File: src/rtl/ifetch.sv
// Instruction fetch sequencer: reads opcode (and operand for two-byte ops) from
// program memory at PC, hands the instruction to control, and drives PC updates.
`timescale 1ns/1ps
module ifetch #(
  parameter int         OPERAND_BIT = 7,
  parameter logic [7:0] HALT_OP     = 8'hF0
) (
  input  logic       clk,
  input  logic       rst,
  input  logic       start,
  input  logic [7:0] PC,
  output logic [7:0] pm_addr,
  input  logic [7:0] pm_data,
  output logic [7:0] IR,
  output logic [7:0] ARG,
  output logic       ins_valid,
  input  logic       ins_ack,
  input  logic       br_en,
  input  logic       br_uncond,
  output logic [7:0] jmpAddr,
  output logic       wPC,
  output logic       branch,
  output logic       ijump,
  output logic       halted,
  output logic [2:0] state_o
);

  localparam logic [2:0] IDLE    = 3'd0;
  localparam logic [2:0] OP_RD   = 3'd1;
  localparam logic [2:0] OP_LAT  = 3'd2;
  localparam logic [2:0] ARG_RD  = 3'd3;
  localparam logic [2:0] ARG_LAT = 3'd4;
  localparam logic [2:0] READY   = 3'd5;
  localparam logic [2:0] BRANCH  = 3'd6;
  localparam logic [2:0] HALTED  = 3'd7;

  logic [2:0] state_q, state_d;
  logic [7:0] ir_q, ir_d;
  logic [7:0] arg_q, arg_d;
  logic       uncond_q, uncond_d;
  logic       is_halt;

  assign is_halt = (pm_data == HALT_OP);

  // Handshake: ins_valid stays high from READY entry until the edge that
  // samples ins_ack=1; ins_ack (and br_en/br_uncond with it) means nothing otherwise.
  always_comb begin
    state_d  = state_q;
    ir_d     = ir_q;
    arg_d    = arg_q;
    uncond_d = uncond_q;
    case (state_q)
      IDLE: begin
        if (start) state_d = OP_RD;
      end
      OP_RD: begin
        state_d = OP_LAT;
      end
      OP_LAT: begin
        ir_d  = pm_data;
        arg_d = 8'h00;
        if (is_halt)                   state_d = HALTED;
        else if (pm_data[OPERAND_BIT]) state_d = ARG_RD;
        else                           state_d = READY;
      end
      ARG_RD: begin
        state_d = ARG_LAT;
      end
      ARG_LAT: begin
        arg_d   = pm_data;
        state_d = READY;
      end
      READY: begin
        if (ins_ack) begin
          uncond_d = br_en & br_uncond;
          state_d  = br_en ? BRANCH : OP_RD;
        end
      end
      BRANCH: begin
        state_d = OP_RD;
      end
      HALTED: begin
        state_d = HALTED;
      end
      default: begin
        state_d = IDLE;
      end
    endcase
  end

  always_ff @(posedge clk) begin
    if (rst) begin
      state_q  <= IDLE;
      ir_q     <= 8'h00;
      arg_q    <= 8'h00;
      uncond_q <= 1'b0;
    end else begin
      state_q  <= state_d;
      ir_q     <= ir_d;
      arg_q    <= arg_d;
      uncond_q <= uncond_d;
    end
  end

  // A halt opcode must not advance PC, so wPC in OP_LAT depends on the fetched byte.
  assign wPC       = ((state_q == OP_LAT) && !is_halt) ||
                     (state_q == ARG_LAT) || (state_q == BRANCH);
  assign branch    = (state_q == BRANCH);
  assign ijump     = (state_q == BRANCH) && uncond_q;
  assign ins_valid = (state_q == READY);
  assign halted    = (state_q == HALTED);
  assign pm_addr   = PC;
  assign IR        = ir_q;
  assign ARG       = arg_q;
  assign jmpAddr   = arg_q;
  assign state_o   = state_q;

endmodule

File: config.mk
export PLATFORM = sky130hd
export DESIGN_NAME = ifetch
export DESIGN_NICKNAME = d
export VERILOG_FILES = /design/src/rtl/ifetch.sv
export SDC_FILE = /design/constraint.sdc
export NUM_CORES = 1
export LEC_CHECK = 0
export ABC_AREA = 1
export CAP_MARGIN = 20
export CELL_PAD_IN_SITES_DETAIL_PLACEMENT = 2
export CELL_PAD_IN_SITES_GLOBAL_PLACEMENT = 2
export CORE_MARGIN = 2
export CORE_UTILIZATION = 20
export DETAILED_ROUTE_END_ITERATION = 12
export PLACE_DENSITY = 0.93
export SLEW_MARGIN = 20
export SYNTH_ARGS = -nofsm -noshare
export SYNTH_HDL_FRONTEND = slang
export SYNTH_SLANG_ARGS = --single-unit
export TNS_END_PERCENT = 10
File: constraint.sdc
create_clock -name clk -period 1.8 [get_ports clk]
set_clock_uncertainty 0.1 [all_clocks]
set_input_delay 0.18 -clock clk [delete_from_list [all_inputs] [get_ports clk]]
set_output_delay 0.18 -clock clk [all_outputs]
set_load 0.01 [all_outputs]
* Word level (Yosys, flattened, before mapping)
Cells that the tools add are included.
Widths: inputs -> output; s select.
** Operators by class
- Equality and inequality tests :: 10
- Muxes and demuxes :: 7
- Bitwise gates (word level) :: 1
- Reductions and logical operators :: 9
** Operators by type and width (count)
- $pmux 3 s8 :: 1
- $pmux 8 s2 :: 1
- $mux 3 :: 5
- $eq 3x3->1 const B :: 4
- $eq 8x8->1 const B :: 1
- $eq 3x2->1 const B :: 2
- $reduce_and 2->1 :: 2
- $eq 3x1->1 const B :: 1
- $logic_not 3->1 :: 1
- $logic_and 1x1->1 :: 2
- $logic_or 1x1->1 :: 2
- $ne 2x1->1 const B :: 1
- $ne 2x2->1 const B :: 1
- $reduce_bool 2->1 :: 1
- $and 1x1->1 :: 1
- $logic_not 1->1 :: 1
** Storage, ports and cells
- Bits in registers :: 20
- Input bits :: 22
- Output and inout bits :: 40
- Word-level logic and storage cells :: 31

* Logic depth before layout (Yosys ltp)
Gate-level depths: netlist of the first run.
- Depth in word-level cells :: 5
- Mapped depth :: 9
- Mapped depth without buffers :: 9

* Worst setup path after synthesis of the first run
OpenSTA, ideal clock, no wires.
- Path kind :: reg-to-output
- Start :: register state_q[2] (netlist: state_o[2])
- End :: output ijump
- Arrival time :: 1.088 ns
- Required time :: 1.520 ns
- Setup slack :: 0.432 ns
- Stages on the path, launching flop included :: 6
- Buffers on the path :: 1
- Path through :: dfxtp_1 -> clkbuf_4 -> inv_1 -> nor2_1 -> inv_1 -> nor2_1
** Between the ends
- Word-level cells in the longest chain between the ends :: 2
** Ends and longest elaborated chain
- from (decl) :: RTL line 37 : logic [2:0] state_q, state_d;
- from (signal assigned) :: RTL line 98 : state_q <= state_d;
- $eq 3x3->1
- net branch :: RTL line 22 : output logic branch,
- $logic_and 1x1->1 :: RTL line 109 : assign ijump = (state_q == BRANCH) && uncond_q;
- to (decl) :: RTL line 23 : output logic ijump,
The timed path passes the listed nets, and every way through them passes these cells.

* Worst setup path after layout of the first run
- Start :: register state_q[0] (netlist: state_o[0])
- End :: output ijump
** Between the ends
- Word-level cells in the longest chain between the ends :: 2
** Ends and longest elaborated chain (RTL line)
- $eq 3x3->1 :: 109
- $logic_and 1x1->1 :: 109
Every way passes these cells.

==> impl_metrics.csv, run 1 <==
group,metric,value,unit
run_status,run_status,"complete, no violations",
sta,maxSlewHeadroom,84.3,%
cts,ctsRootBufferMaster,"sky130_fd_sc_hd__clkbuf_8",
finish,antenna_cells,0,
synthesis,postSynthNetCount,161,
hold_path,hold_path.class,"in2out",
die,fp.dieW,76.3,um
die,initial_utilization,20.6,%
sta,final.hold.worst_slack,0.260,ns
sta,timing.final.setup_violations,0,
synthesis,netlist_top_cells_count,"sky130_fd_sc_hd__dfxtp_1 (20), sky130_fd_sc_hd__nand3_1 (20), sky130_fd_sc_hd__buf_4 (16), sky130_fd_sc_hd__a21oi_1 (15)",
synthesis,ys_seq_elements,20,
synthesis,ys.warnings.count,0,
cts,clock_latency,0.26,ns
global_route,grt_first_pass_wirelength,6.30,mm
finish,post_route_cells_drive_above_1_share,16.6,%
worst_setup_path,critical_path_required,1.52,ns
placement,io_buffers,45,
global_route,grt_max_degree,16,
pwr,power.ir.vdd_worst,0.244,mV
detailed_routing,wl_per_cell,15.3,um
die,fp.dieH,76.3,um
finish,finish.net_count,204,
placement,post-place-cells,247,
cts,h_tree_levels,1,
placement,dp_hpwl,2.92,mm
synthesis,syn_inst,139,
global_route,grt_overflow_total,0,
worst_setup_path,timing.critical_path.from_type,"flop",
cts,tritoncts.num_buffers,3,
synthesis,netlist_top_cells_area,"sky130_fd_sc_hd__dfxtp_1 (38%), sky130_fd_sc_hd__buf_4 (11%), sky130_fd_sc_hd__nand3_1 (9.6%), sky130_fd_sc_hd__a21oi_1 (7.2%), sky130_fd_sc_hd__nand2_1 (5.0%)",
cts,tritoncts_num_sinks,20,
die,num_io_pins,62,
pwr,design_power_total,1320,uW
synthesis,post_synth_instance_area,0.00105,mm2
global_route,grt_util_all_layers,13.6,%
finish,final_area,0.00159,mm2
detailed_routing,detail_route.first_pass.iterations,4,
sta,final.min_clock_period,1.71,ns
die,die-area,0.00582,mm2
synthesis,synthDominantAreaCellType,"sky130_fd_sc_hd__dfxtp_1",
pwr,pwr_density_cell,831,mW/mm2
worst_setup_path,worst_setup_path_end_kind,"output port",
worst_setup_path,crit_path_max_fanout,3,
worst_setup_path,cp_data_arrival_time,1.43,ns
sta,timing.final.max_slew_violations,0,
sta,tightestPinTransition,0.234,ns
worst_setup_path,path_class,"reg2out",
synthesis,synth_cell_type_count,21,
synthesis,synth_enable_flop_cells,0,
cts,post_cts_buffers,0,
die,core,0.00507,mm2
cts,cts_tree,"built",
flow_run,max_cap_viol_count,0,
detailed_routing,route.antenna.remaining_nets,0,
detailed_routing,initial_detailed_routing_violation_count,28,
cts,clockBufferDepth,2,
detailed_routing,route.vias.total,1087,
cts,clkTransAtPathRegs,0.08,ns
detailed_routing,avgViaCountPerCell,4.33,
sta,clock.fmax,584,MHz
sta,rsz_0062_raised_after_global_routing,"no",
detailed_routing,final_wl,3.84,mm
global_route,number_of_global_route_vias_before_repair,1204,
synthesis,syn-mean-instance-area,7.53,um2
synthesis,postSynth.topFlopCell,"sky130_fd_sc_hd__dfxtp_1",
pwr,p_leak,0.000665,uW
sta,min_period_over_period,95.1,%
synthesis,yosysSeqAreaShare,38.3,%
placement,gp_congestion,0.727,
detailed_routing,drcViolationCount,0,
synthesis,synth_top_cell_area_share,38.3,%
sta,hold_violations,0,
die,std_cell_rows,26,
synthesis,postSynth.asyncResetShare,0,%
placement,postPlaceCellArea,0.00151,mm2
finish,area.growth.synth_to_final,51.9,%
global_route,antenna_found_initial,0,
finish,final_cells,251,
cell families (layout without fill, tap and decap cells):
family,after synthesis,count (layout),share of synthesized area (%)
AOI/OAI and AO/OA,26,26,12.8
and+or+nand+nor,56,56,26.2
DFF,20,20,38.3
buffers and inverters,37,79,22.7
path summary, 6_finish.rpt:
| path | from | cells past startpoint | endpoint | slack (ns) |
|---|---|---|---|---|
| worst max-delay path | state_o[0] | 6 | ijump | 0.09 |
| worst min-delay path | PC[4] | 0 | pm_addr[4] | 0.26 |
| worst max register to register | state_o[0] | 7 | IR[4] | 0.39 |
| worst min register to register | IR[7] | 2 | IR[7] | 0.37 |
per-stage QoR:
| stage | setup WS (ns) | TNS, ns | utilization, % |
|---|---|---|---|
| 2_1_floorplan | 0.432 | 0 | - |
| 3_3_place_gp | -0.0517 | -0.0517 | 29.8 |
| 3_5_place_dp | -0.126 | -0.126 | 29.8 |
| 4_1_cts | 0.0116 | 0 | 31.2 |
| 5_1_grt | 0.00976 | 0 | 31.3 |
| 6_report | 0.0883 | 0 | 31.3 |
cell usage in the layout (no fill, tap or decap), drive strengths merged, types with 9 or more instances in the layout:
| master | Yosys | final |
|---|---|---|
| clkdlybuf4s50 | 0 | 40 |
| nand3 | 21 | 21 |
| dfxtp | 20 | 20 |
| nand2 | 17 | 17 |
| nor2 | 16 | 16 |
| inv | 16 | 16 |
| a21oi | 15 | 15 |
| buf | 19 | 14 |
| o21ai | 9 | 9 |
metal layers:
metal / part of all wire (%) / track usage [%] / routed length, um / vias to the layer above
met5: 0 / 0 / 0 / -
li1: - / - / - / 518
met1: 44 / 15.9 / 1690 / 529
met4: 1.7 / 5.27 / 66 / 0
met3: 4.6 / 2.84 / 175 / 9
met2: 50 / 24.4 / 1910 / 31
what timing repair did:
item,CTS,global route
setup endpoints to repair,5,2
resized for setup,6,4
hold buffers,0,0
cloned,0,0
power breakdown:
part / leakage (uW) / switching, uW / internal [uW] / total, uW
combinational: 0.000467 / 186 / 175 / 362
sequential: 0.000162 / 23.3 / 476 / 499
clock: 0.0000357 / 163 / 297 / 460
area by class of cell:
type	count	area [um2]
multi-input combinational	82	408
timing repair buffer	59	558
tap	70	87.6
clock buffer	3	41.3
fill	606	3490
sequential	20	402
clock inverter	1	30.0
inverter	16	62.6
critical path: stages (launching register included):
cell and delay, ns:
sky130_fd_sc_hd__dfxtp_2 0.35, sky130_fd_sc_hd__inv_2 0.09, sky130_fd_sc_hd__nand2_2 0.09, sky130_fd_sc_hd__nor2_1 0.15
sky130_fd_sc_hd__inv_1 0.09, sky130_fd_sc_hd__nor2_1 0.12, sky130_fd_sc_hd__dlygate4sd2_1 0.28
state kept, by name (all words and copies together) (netlist names):
| name | count |
|---|---|
| ARG | 8 |
| uncond_q | 1 |
| state_o | 3 |
| IR | 8 |
Power figures use the tool's default switching activity.
==> run 2, diff against run 1 <==
--- a/config.mk
+++ b/config.mk
@@ -11,6 +11,7 @@
 export CELL_PAD_IN_SITES_GLOBAL_PLACEMENT = 2
 export CORE_MARGIN = 2
 export CORE_UTILIZATION = 20
+export CTS_CLUSTER_DIAMETER = 100
 export DETAILED_ROUTE_END_ITERATION = 12
 export PLACE_DENSITY = 0.93
 export SLEW_MARGIN = 20
==> results of run 2 <==
Final layout, timing and power as in run 1 (identical DEF).
